===== src/rtl/seg_pkg.sv =====
// Shared constants for the seven-segment display path: char codes, arbiter
// state encodings and the segment patterns the downstream decoder drives.
package seg_pkg;

  // Character codes carried on the 4-bit char bus
  localparam logic [3:0] CHAR_0     = 4'h0;
  localparam logic [3:0] CHAR_1     = 4'h1;
  localparam logic [3:0] CHAR_2     = 4'h2;
  localparam logic [3:0] CHAR_3     = 4'h3;
  localparam logic [3:0] CHAR_4     = 4'h4;
  localparam logic [3:0] CHAR_5     = 4'h5;
  localparam logic [3:0] CHAR_6     = 4'h6;
  localparam logic [3:0] CHAR_7     = 4'h7;
  localparam logic [3:0] CHAR_8     = 4'h8;
  localparam logic [3:0] CHAR_9     = 4'h9;
  localparam logic [3:0] CHAR_P     = 4'hA;
  localparam logic [3:0] CHAR_C     = 4'hB;
  localparam logic [3:0] CHAR_S     = 4'hC;
  localparam logic [3:0] CHAR_E     = 4'hE;
  localparam logic [3:0] CHAR_BLANK = 4'hF;

  // Arbiter states
  typedef logic [1:0] state_t;
  localparam state_t IDLE = 2'd0;
  localparam state_t HOLD = 2'd1;
  localparam state_t OPEN = 2'd2;

  // Segment patterns, bit order {g,f,e,d,c,b,a}, active-high
  localparam logic [6:0] SEG_0     = 7'h3F;
  localparam logic [6:0] SEG_1     = 7'h06;
  localparam logic [6:0] SEG_2     = 7'h5B;
  localparam logic [6:0] SEG_3     = 7'h4F;
  localparam logic [6:0] SEG_4     = 7'h66;
  localparam logic [6:0] SEG_5     = 7'h6D;
  localparam logic [6:0] SEG_6     = 7'h7D;
  localparam logic [6:0] SEG_7     = 7'h07;
  localparam logic [6:0] SEG_8     = 7'h7F;
  localparam logic [6:0] SEG_9     = 7'h6F;
  localparam logic [6:0] SEG_P     = 7'h73;
  localparam logic [6:0] SEG_C     = 7'h39;
  localparam logic [6:0] SEG_S     = 7'h6D;
  localparam logic [6:0] SEG_E     = 7'h79;
  localparam logic [6:0] SEG_BLANK = 7'h00;

  // Char code to segment pattern; unassigned codes render blank
  function automatic logic [6:0] char_to_seg(logic [3:0] code);
    logic [6:0] seg;
    case (code)
      CHAR_0:  seg = SEG_0;
      CHAR_1:  seg = SEG_1;
      CHAR_2:  seg = SEG_2;
      CHAR_3:  seg = SEG_3;
      CHAR_4:  seg = SEG_4;
      CHAR_5:  seg = SEG_5;
      CHAR_6:  seg = SEG_6;
      CHAR_7:  seg = SEG_7;
      CHAR_8:  seg = SEG_8;
      CHAR_9:  seg = SEG_9;
      CHAR_P:  seg = SEG_P;
      CHAR_C:  seg = SEG_C;
      CHAR_S:  seg = SEG_S;
      CHAR_E:  seg = SEG_E;
      default: seg = SEG_BLANK;
    endcase
    return seg;
  endfunction

endpackage


===== src/rtl/seg_display_arbiter_if.sv =====
// Requester/display bundle of the display arbiter. The requester side
// (master) drives req/msg; the arbiter (slave) drives grant and scan outputs.
interface seg_display_arbiter_if #(
  parameter int unsigned N_REQ = 4
);
  logic [N_REQ-1:0]    req;
  logic [N_REQ*32-1:0] msg;
  logic [N_REQ-1:0]    grant;
  logic                busy;
  logic [7:0]          dig_en;
  logic [3:0]          char;
  logic                frame_end;

  modport master (
    output req, msg,
    input  grant, busy, dig_en, char, frame_end
  );

  modport slave (
    input  req, msg,
    output grant, busy, dig_en, char, frame_end
  );
endinterface


===== src/rtl/seg_scan_timer.sv =====
// Digit scan timebase: prescaler per digit slot, 0..7 digit index and the
// frame_end pulse on the last cycle of digit 7.
module seg_scan_timer #(
  parameter int unsigned SCAN_DIV = 50000
) (
  input  logic       clk,
  input  logic       rst,
  output logic [2:0] index_next,
  output logic       frame_end
);

  localparam int unsigned PW = (SCAN_DIV > 1) ? $clog2(SCAN_DIV) : 1;
  localparam logic [PW-1:0] PRE_LAST = PW'(SCAN_DIV - 1);

  logic [PW-1:0] pre_q, pre_d;
  logic [2:0]    index_q;
  logic          wrap;

  // Next prescaler/index; index_next is exported so registered outputs
  // downstream line up with the digit that becomes active on the edge.
  always_comb begin
    wrap       = (pre_q == PRE_LAST);
    pre_d      = wrap ? '0 : pre_q + PW'(1);
    index_next = wrap ? index_q + 3'd1 : index_q;
    frame_end  = wrap && (index_q == 3'd7);
  end

  // Scan counters
  always_ff @(posedge clk or negedge rst) begin
    if (!rst) begin
      pre_q   <= '0;
      index_q <= 3'd0;
    end else begin
      pre_q   <= pre_d;
      index_q <= index_next;
    end
  end

endmodule


===== src/rtl/seg_display_arbiter.sv =====
// Fixed-priority owner arbitration for the shared 8-digit display. Ownership
// only changes on frame boundaries and is held for at least MIN_HOLD frames;
// a requester that drops while owning keeps showing its last message.
module seg_display_arbiter
  import seg_pkg::*;
#(
  parameter int unsigned N_REQ    = 4,
  parameter int unsigned SCAN_DIV = 50000,
  parameter int unsigned MIN_HOLD = 250
) (
  input logic                  clk,
  input logic                  rst,
  seg_display_arbiter_if.slave bus
);

  localparam int unsigned HW = $clog2(MIN_HOLD + 1);
  localparam logic [N_REQ-1:0] ONE = N_REQ'(1);

  logic [2:0]       index_next;
  logic             frame_end;

  state_t           state_q, state_d;
  logic [N_REQ-1:0] grant_q, grant_d;
  logic [HW-1:0]    hold_q, hold_d;
  logic [31:0]      latch_q, latch_d;
  logic [7:0]       dig_en_q, dig_en_d;
  logic [3:0]       char_q, char_d;

  logic [N_REQ-1:0] higher, others;
  logic             owner_req, apply_open;
  logic [31:0]      owner_word, disp_word;
  logic             owner_req_d;

  seg_scan_timer #(
    .SCAN_DIV(SCAN_DIV)
  ) u_scan_timer (
    .clk       (clk),
    .rst       (rst),
    .index_next(index_next),
    .frame_end (frame_end)
  );

  // Lowest set bit as one-hot (index 0 is highest priority)
  function automatic logic [N_REQ-1:0] pick_first(logic [N_REQ-1:0] v);
    logic [N_REQ-1:0] p;
    p = '0;
    for (int i = N_REQ - 1; i >= 0; i--) begin
      if (v[i]) begin
        p    = '0;
        p[i] = 1'b1;
      end
    end
    return p;
  endfunction

  // Arbitration decisions, evaluated only on frame_end
  always_comb begin
    state_d    = state_q;
    grant_d    = grant_q;
    hold_d     = hold_q;
    apply_open = 1'b0;
    // grant_q is one-hot here, so grant_q-1 masks all higher-priority lines
    higher     = bus.req & (grant_q - ONE);
    others     = bus.req & ~grant_q;
    owner_req  = |(bus.req & grant_q);

    if (frame_end) begin
      case (state_q)
        IDLE: begin
          if (|bus.req) begin
            grant_d = pick_first(bus.req);
            hold_d  = HW'(MIN_HOLD);
            state_d = HOLD;
          end
        end
        HOLD: begin
          // Last held frame: the hold ends now and OPEN rules apply at once
          if (hold_q == HW'(1)) apply_open = 1'b1;
          else                  hold_d     = hold_q - HW'(1);
        end
        OPEN:    apply_open = 1'b1;
        default: begin
          state_d = IDLE;
          grant_d = '0;
          hold_d  = '0;
        end
      endcase

      if (apply_open) begin
        if (|higher) begin
          grant_d = pick_first(higher);
          hold_d  = HW'(MIN_HOLD);
          state_d = HOLD;
        end else if (!owner_req) begin
          if (|others) begin
            grant_d = pick_first(others);
            hold_d  = HW'(MIN_HOLD);
            state_d = HOLD;
          end else begin
            grant_d = '0;
            hold_d  = '0;
            state_d = IDLE;
          end
        end else begin
          hold_d  = '0;
          state_d = OPEN;
        end
      end
    end
  end

  // Message latch and next char for the digit that is active after the edge
  always_comb begin
    owner_word = '0;
    for (int i = 0; i < N_REQ; i++) begin
      if (grant_d[i]) owner_word = bus.msg[32*i +: 32];
    end
    owner_req_d = |(bus.req & grant_d);
    latch_d     = owner_req_d ? owner_word : latch_q;
    disp_word   = owner_req_d ? owner_word : latch_q;
    char_d      = (|grant_d) ? disp_word[{index_next, 2'b00} +: 4] : CHAR_BLANK;
    dig_en_d    = 8'b0000_0001 << index_next;
  end

  // Arbiter and display registers
  always_ff @(posedge clk or negedge rst) begin
    if (!rst) begin
      state_q  <= IDLE;
      grant_q  <= '0;
      hold_q   <= '0;
      latch_q  <= '0;
      dig_en_q <= 8'b0000_0001;
      char_q   <= CHAR_BLANK;
    end else begin
      state_q  <= state_d;
      grant_q  <= grant_d;
      hold_q   <= hold_d;
      latch_q  <= latch_d;
      dig_en_q <= dig_en_d;
      char_q   <= char_d;
    end
  end

  assign bus.grant     = grant_q;
  assign bus.busy      = |grant_q;
  assign bus.dig_en    = dig_en_q;
  assign bus.char      = char_q;
  assign bus.frame_end = frame_end;

endmodule


===== src/flat_wrapper.sv =====
// flat-port wrapper written by rule: the top's interface ports become plain ports
module seg_display_arbiter_flat import seg_pkg::*;
#(
  parameter int unsigned N_REQ    = 4,
  parameter int unsigned SCAN_DIV = 50000,
  parameter int unsigned MIN_HOLD = 250
)
  (clk, rst, bus_req, bus_msg, bus_grant, bus_busy, bus_dig_en, bus_char, bus_frame_end);
  seg_display_arbiter_if #(.N_REQ(N_REQ)) bus_i ();
  input logic clk;
  input logic rst;
  input wire logic [$bits(bus_i.req)-1:0] bus_req;
  input wire logic [$bits(bus_i.msg)-1:0] bus_msg;
  output wire logic [$bits(bus_i.grant)-1:0] bus_grant;
  output wire logic [$bits(bus_i.busy)-1:0] bus_busy;
  output wire logic [$bits(bus_i.dig_en)-1:0] bus_dig_en;
  output wire logic [$bits(bus_i.char)-1:0] bus_char;
  output wire logic [$bits(bus_i.frame_end)-1:0] bus_frame_end;
  assign bus_i.req = bus_req;
  assign bus_i.msg = bus_msg;
  assign bus_grant = bus_i.grant;
  assign bus_busy = bus_i.busy;
  assign bus_dig_en = bus_i.dig_en;
  assign bus_char = bus_i.char;
  assign bus_frame_end = bus_i.frame_end;
  seg_display_arbiter #(.N_REQ(N_REQ), .SCAN_DIV(SCAN_DIV), .MIN_HOLD(MIN_HOLD)) u_core (.clk(clk), .rst(rst), .bus(bus_i));
endmodule

===== config.mk =====
export PLATFORM = sky130hd
export DESIGN_NAME = seg_display_arbiter_flat
export DESIGN_NICKNAME = d
export VERILOG_FILES = /design/src/rtl/seg_pkg.sv /design/src/rtl/seg_display_arbiter_if.sv /design/src/rtl/seg_scan_timer.sv /design/src/rtl/seg_display_arbiter.sv /design/src/flat_wrapper.sv
export SDC_FILE = /design/constraint.sdc
export NUM_CORES = 1
export LEC_CHECK = 0
export BUFFER_PORTS_ARGS = -buffer_cell sky130_fd_sc_hd__buf_2
export CAP_MARGIN = 10
export CORE_MARGIN = 4
export CORE_UTILIZATION = 55
export DETAILED_ROUTE_END_ITERATION = 7
export PLACE_DENSITY = 0.84
export SKIP_LAST_GASP = 1
export SLEW_MARGIN = 0
export SYNTH_ARGS = -nofsm -noshare
export SYNTH_HDL_FRONTEND = slang
export SYNTH_HIERARCHICAL = 1
export SYNTH_SLANG_ARGS = --single-unit
export TNS_END_PERCENT = 10

===== constraint.sdc =====
create_clock -name clk -period 10.5 [get_ports clk]
set_input_delay 2.625 -clock clk [delete_from_list [all_inputs] [get_ports clk]]
set_output_delay 2.625 -clock clk [all_outputs]
set_load 0.01 [all_outputs]

==> metrics.txt <==
Post-synth EDFFs=0; placed instance count=slightly below 900; Longest Clk Path Bufs=2; top-count cell post-synth=dfrtp_1; internal cell power=0.4358 mW; Port Buffers=around 150; Yosys top cell area share=0.3429; Distinct cells, synth=74; Seq cells post-synth=77; drt via density=~6.3; Power Total=0.6034 mW; Req. time, crit path=roughly 11 ns; CTS tree=done; sequential power share=0.517; RR Startpoint=u_core/u_scan_timer/pre_q[0]$_DFF_PN0_; post-synthesis net count=just under 800; Vias=approximately 5.6k; Setup crit start kind=input pin; Die W=between 100 and 150 µm; Resized cells post-CTS=0; total negative slack=0 ns; Mean Syn Cell Area=8.368 µm²; critical path class=input pin to flop; htree depth=3; first-pass GRT wire length=around 27000 µm; clock-pin slew on the worst setup and hold paths=~0.1 ns; slew margin rel.=0.3727; layout cells sized above 1=0.2622; vias in the first global route=approximately 5.6k; Worst-Skew Late Latency=between 0.3 and 0.4 ns; die area=11180 µm²; I/O pin count=152; crit path launch=bus_req[1]; max-slew violations=0; total CTS buffers=9; final setup margin=around 4.5 ns; placed wire-length estimate=between 10000 and 15000 µm; Tightest Pin Transition=between 0.9 and 1 ns; WP data arrival=approximately 6.3 ns; largest cells by area after synthesis=dfrtp_1, nand2_1, nor2_1; Starting Density=0.5660; Slowest-stage cell, CP=o32ai_1; Routed Antenna Nets=0; DRT Pass-1 Iters=5; worst min path class=flop to flop; endpoint class of the critical path=flop; initial antenna violation count=0; DR iter-0 viols=just under 500; RSZ-0062 raised after global routing=false; largest net degree at the start of global routing=between 70 and 80; status=complete, no violations; Nets=roughly 900; Final Critical Period=slightly above 6 ns; WL final=~17000 µm; synth cell count leaders=dfrtp_1, nand2_1, nor2_1; RePlAce Congestion=about 1.0; Comb pwr share=0.127; crit path cell chain=buf_2, nor2b_1, a211oi_4, a31oi_1, o32ai_1, nor3_4, buf_4, o211a_1, a211oi_1, a2111oi_0, a311oi_1, o2111ai_1; Post-Layout Cell Count=between 800 and 900; setup bufs post-CTS=0; grt total ovfl=0; PwrDens=a little under 100 nW/µm²; total standard cell area after synthesis=between 5000 and 6000 µm²; Clock Power Share=0.357; synth warn=6; Fin. Hold Viols=0; Seq/Total Area, Yosys=0.3679; Max Cap Violations=0; Worst Path Max Fanout=33; predominant post-synthesis flop cell=dfrtp_1; Die Y=roughly 110 µm; core area=approximately 9300 µm²; # DRC=0; fmax=between 150 and 200 MHz; area growth from synthesis to layout=18.48%; FP Rows=35; # setup viols final=0; Synth Instances=628; max incr delay on CP=around 0.70 ns; Lkg Pwr=2.868 nW; CTS Hold Bufs=0; final critical-path share of the clock period=0.5757; clk_skew=~0.021 ns; Clock Sinks=a little under 80; clock root buffer master=clkbuf_8; WL/cell=around 19 µm; switching pwr=0.1676 mW; worst hold start=u_core/latch_q[18]$_DFF_PN0_; Sw Share=0.2777; Max IR drop VDD=between 0.00005 and 0.00006 V; Async S/R FF share, synth=1.000; All-Layer GR Usage=0.2951; area leader, netlist=dfrtp_1; pre-CTS WS=around 4.2 ns
path summary, 6_finish.rpt:
| path | slack [ns] | depth (start not counted) | endpoint |
|---|---|---|---|
| worst min register to register | 0.50 | 2 | u_core/latch_q[18]$_DFF_PN0_ |
| worst max-delay path | 4.46 | 12 | u_core/bus.char[3]$_DFF_PN1_ |
| max in group asynchronous | 7.49 | 1 | u_core/latch_q[5]$_DFF_PN0_ |
| worst max register to register | 5.63 | 15 | u_core/bus.char[3]$_DFF_PN1_ |
| min in group asynchronous | 2.39 | 1 | u_core/state_q[1]$_DFFE_PN0P_ |
| worst min-delay path | 0.50 | 2 | u_core/latch_q[18]$_DFF_PN0_ |
layout make-up:
class	instances	area (µm²)
Inverter	28	105.1
Antenna cell	1	2.502
Clock inverter	7	67.56
Timing Repair Buffer	160	825.8
Multi-Input combinational cell	478	3007
Tap cell	129	161.4
Sequential cell	77	1933
Fill cell	817	3058
Clock buffer	9	123.9
flip-flops by register name, indices dropped and copies added, names as in the netlist:
name                         cells
u_core/latch_q                  32
u_core/u_scan_timer/pre_q       16
u_core/bus.dig_en                8
u_core/hold_q                    8
u_core/bus.char                  4
u_core/bus.grant                 4
u_core/u_scan_timer/index_q      3
u_core/state_q                   2
through the flow:
step                      cell area [µm²]    util  hold WS [ns]
final                                6226  0.6706        0.4971
after global routing                 6223  0.6704        0.5246
after CTS                            6223  0.6704        0.4960
after detailed placement             6032  0.6497        0.4743
after global placement               6032  0.6497        0.4647
after floorplan                      5255       -        0.4461
cell usage in the layout (no fill, tap or decap), drive strengths merged, types with 18 or more instances in the layout:
cell type  synthesis  final
a21oi             37     37
buf               21    160
dfrtp             72     72
inv               28     32
nand2             65     65
nand3             36     36
nor2              56     56
nor3              21     21
o211ai            18     18
o21ai             37     37
metal layers:
layer	vias to the layer above	wire, µm	part of all wire	GRT usage
li1	2568	-	-	-
met1	2617	6404	0.39	0.3719
met2	389	7709	0.47	0.4818
met3	61	1723	0.10	0.06491
met4	0	711	0.043	0.1397
met5	-	0	0	0
worst max-delay path, delay by kind of cell:
kind            cells  cell delay [ns]
compound gates      8             2.96
buf+inv             2             0.44
simple gates        2             0.29
cells by family (layout without fill, tap and decap cells):
group	after synthesis	after routing	share of synthesized area
AOI/OAI and AO/OA	195	195	0.2624
xor gates and xnor gates	14	14	0.02333
adders and majority gates	11	11	0.02619
buffers and inverters	73	204	0.06476
DFF	77	77	0.3679
muxes	11	11	0.02143
other	0	1	0
and+or+nand+nor	247	247	0.2340
power by group through the flow:
stage	combinational, mW	sequential (mW)	clock (mW)
final	0.0764	0.312	0.215
after global routing	0.0845	0.313	0.233
after CTS	0.0760	0.312	0.219
after detailed placement	0.0757	0.317	0
after global placement	0.0736	0.317	0
after floorplan	0.0343	0.317	0
Note: power is estimated with default switching activity, not from simulation.
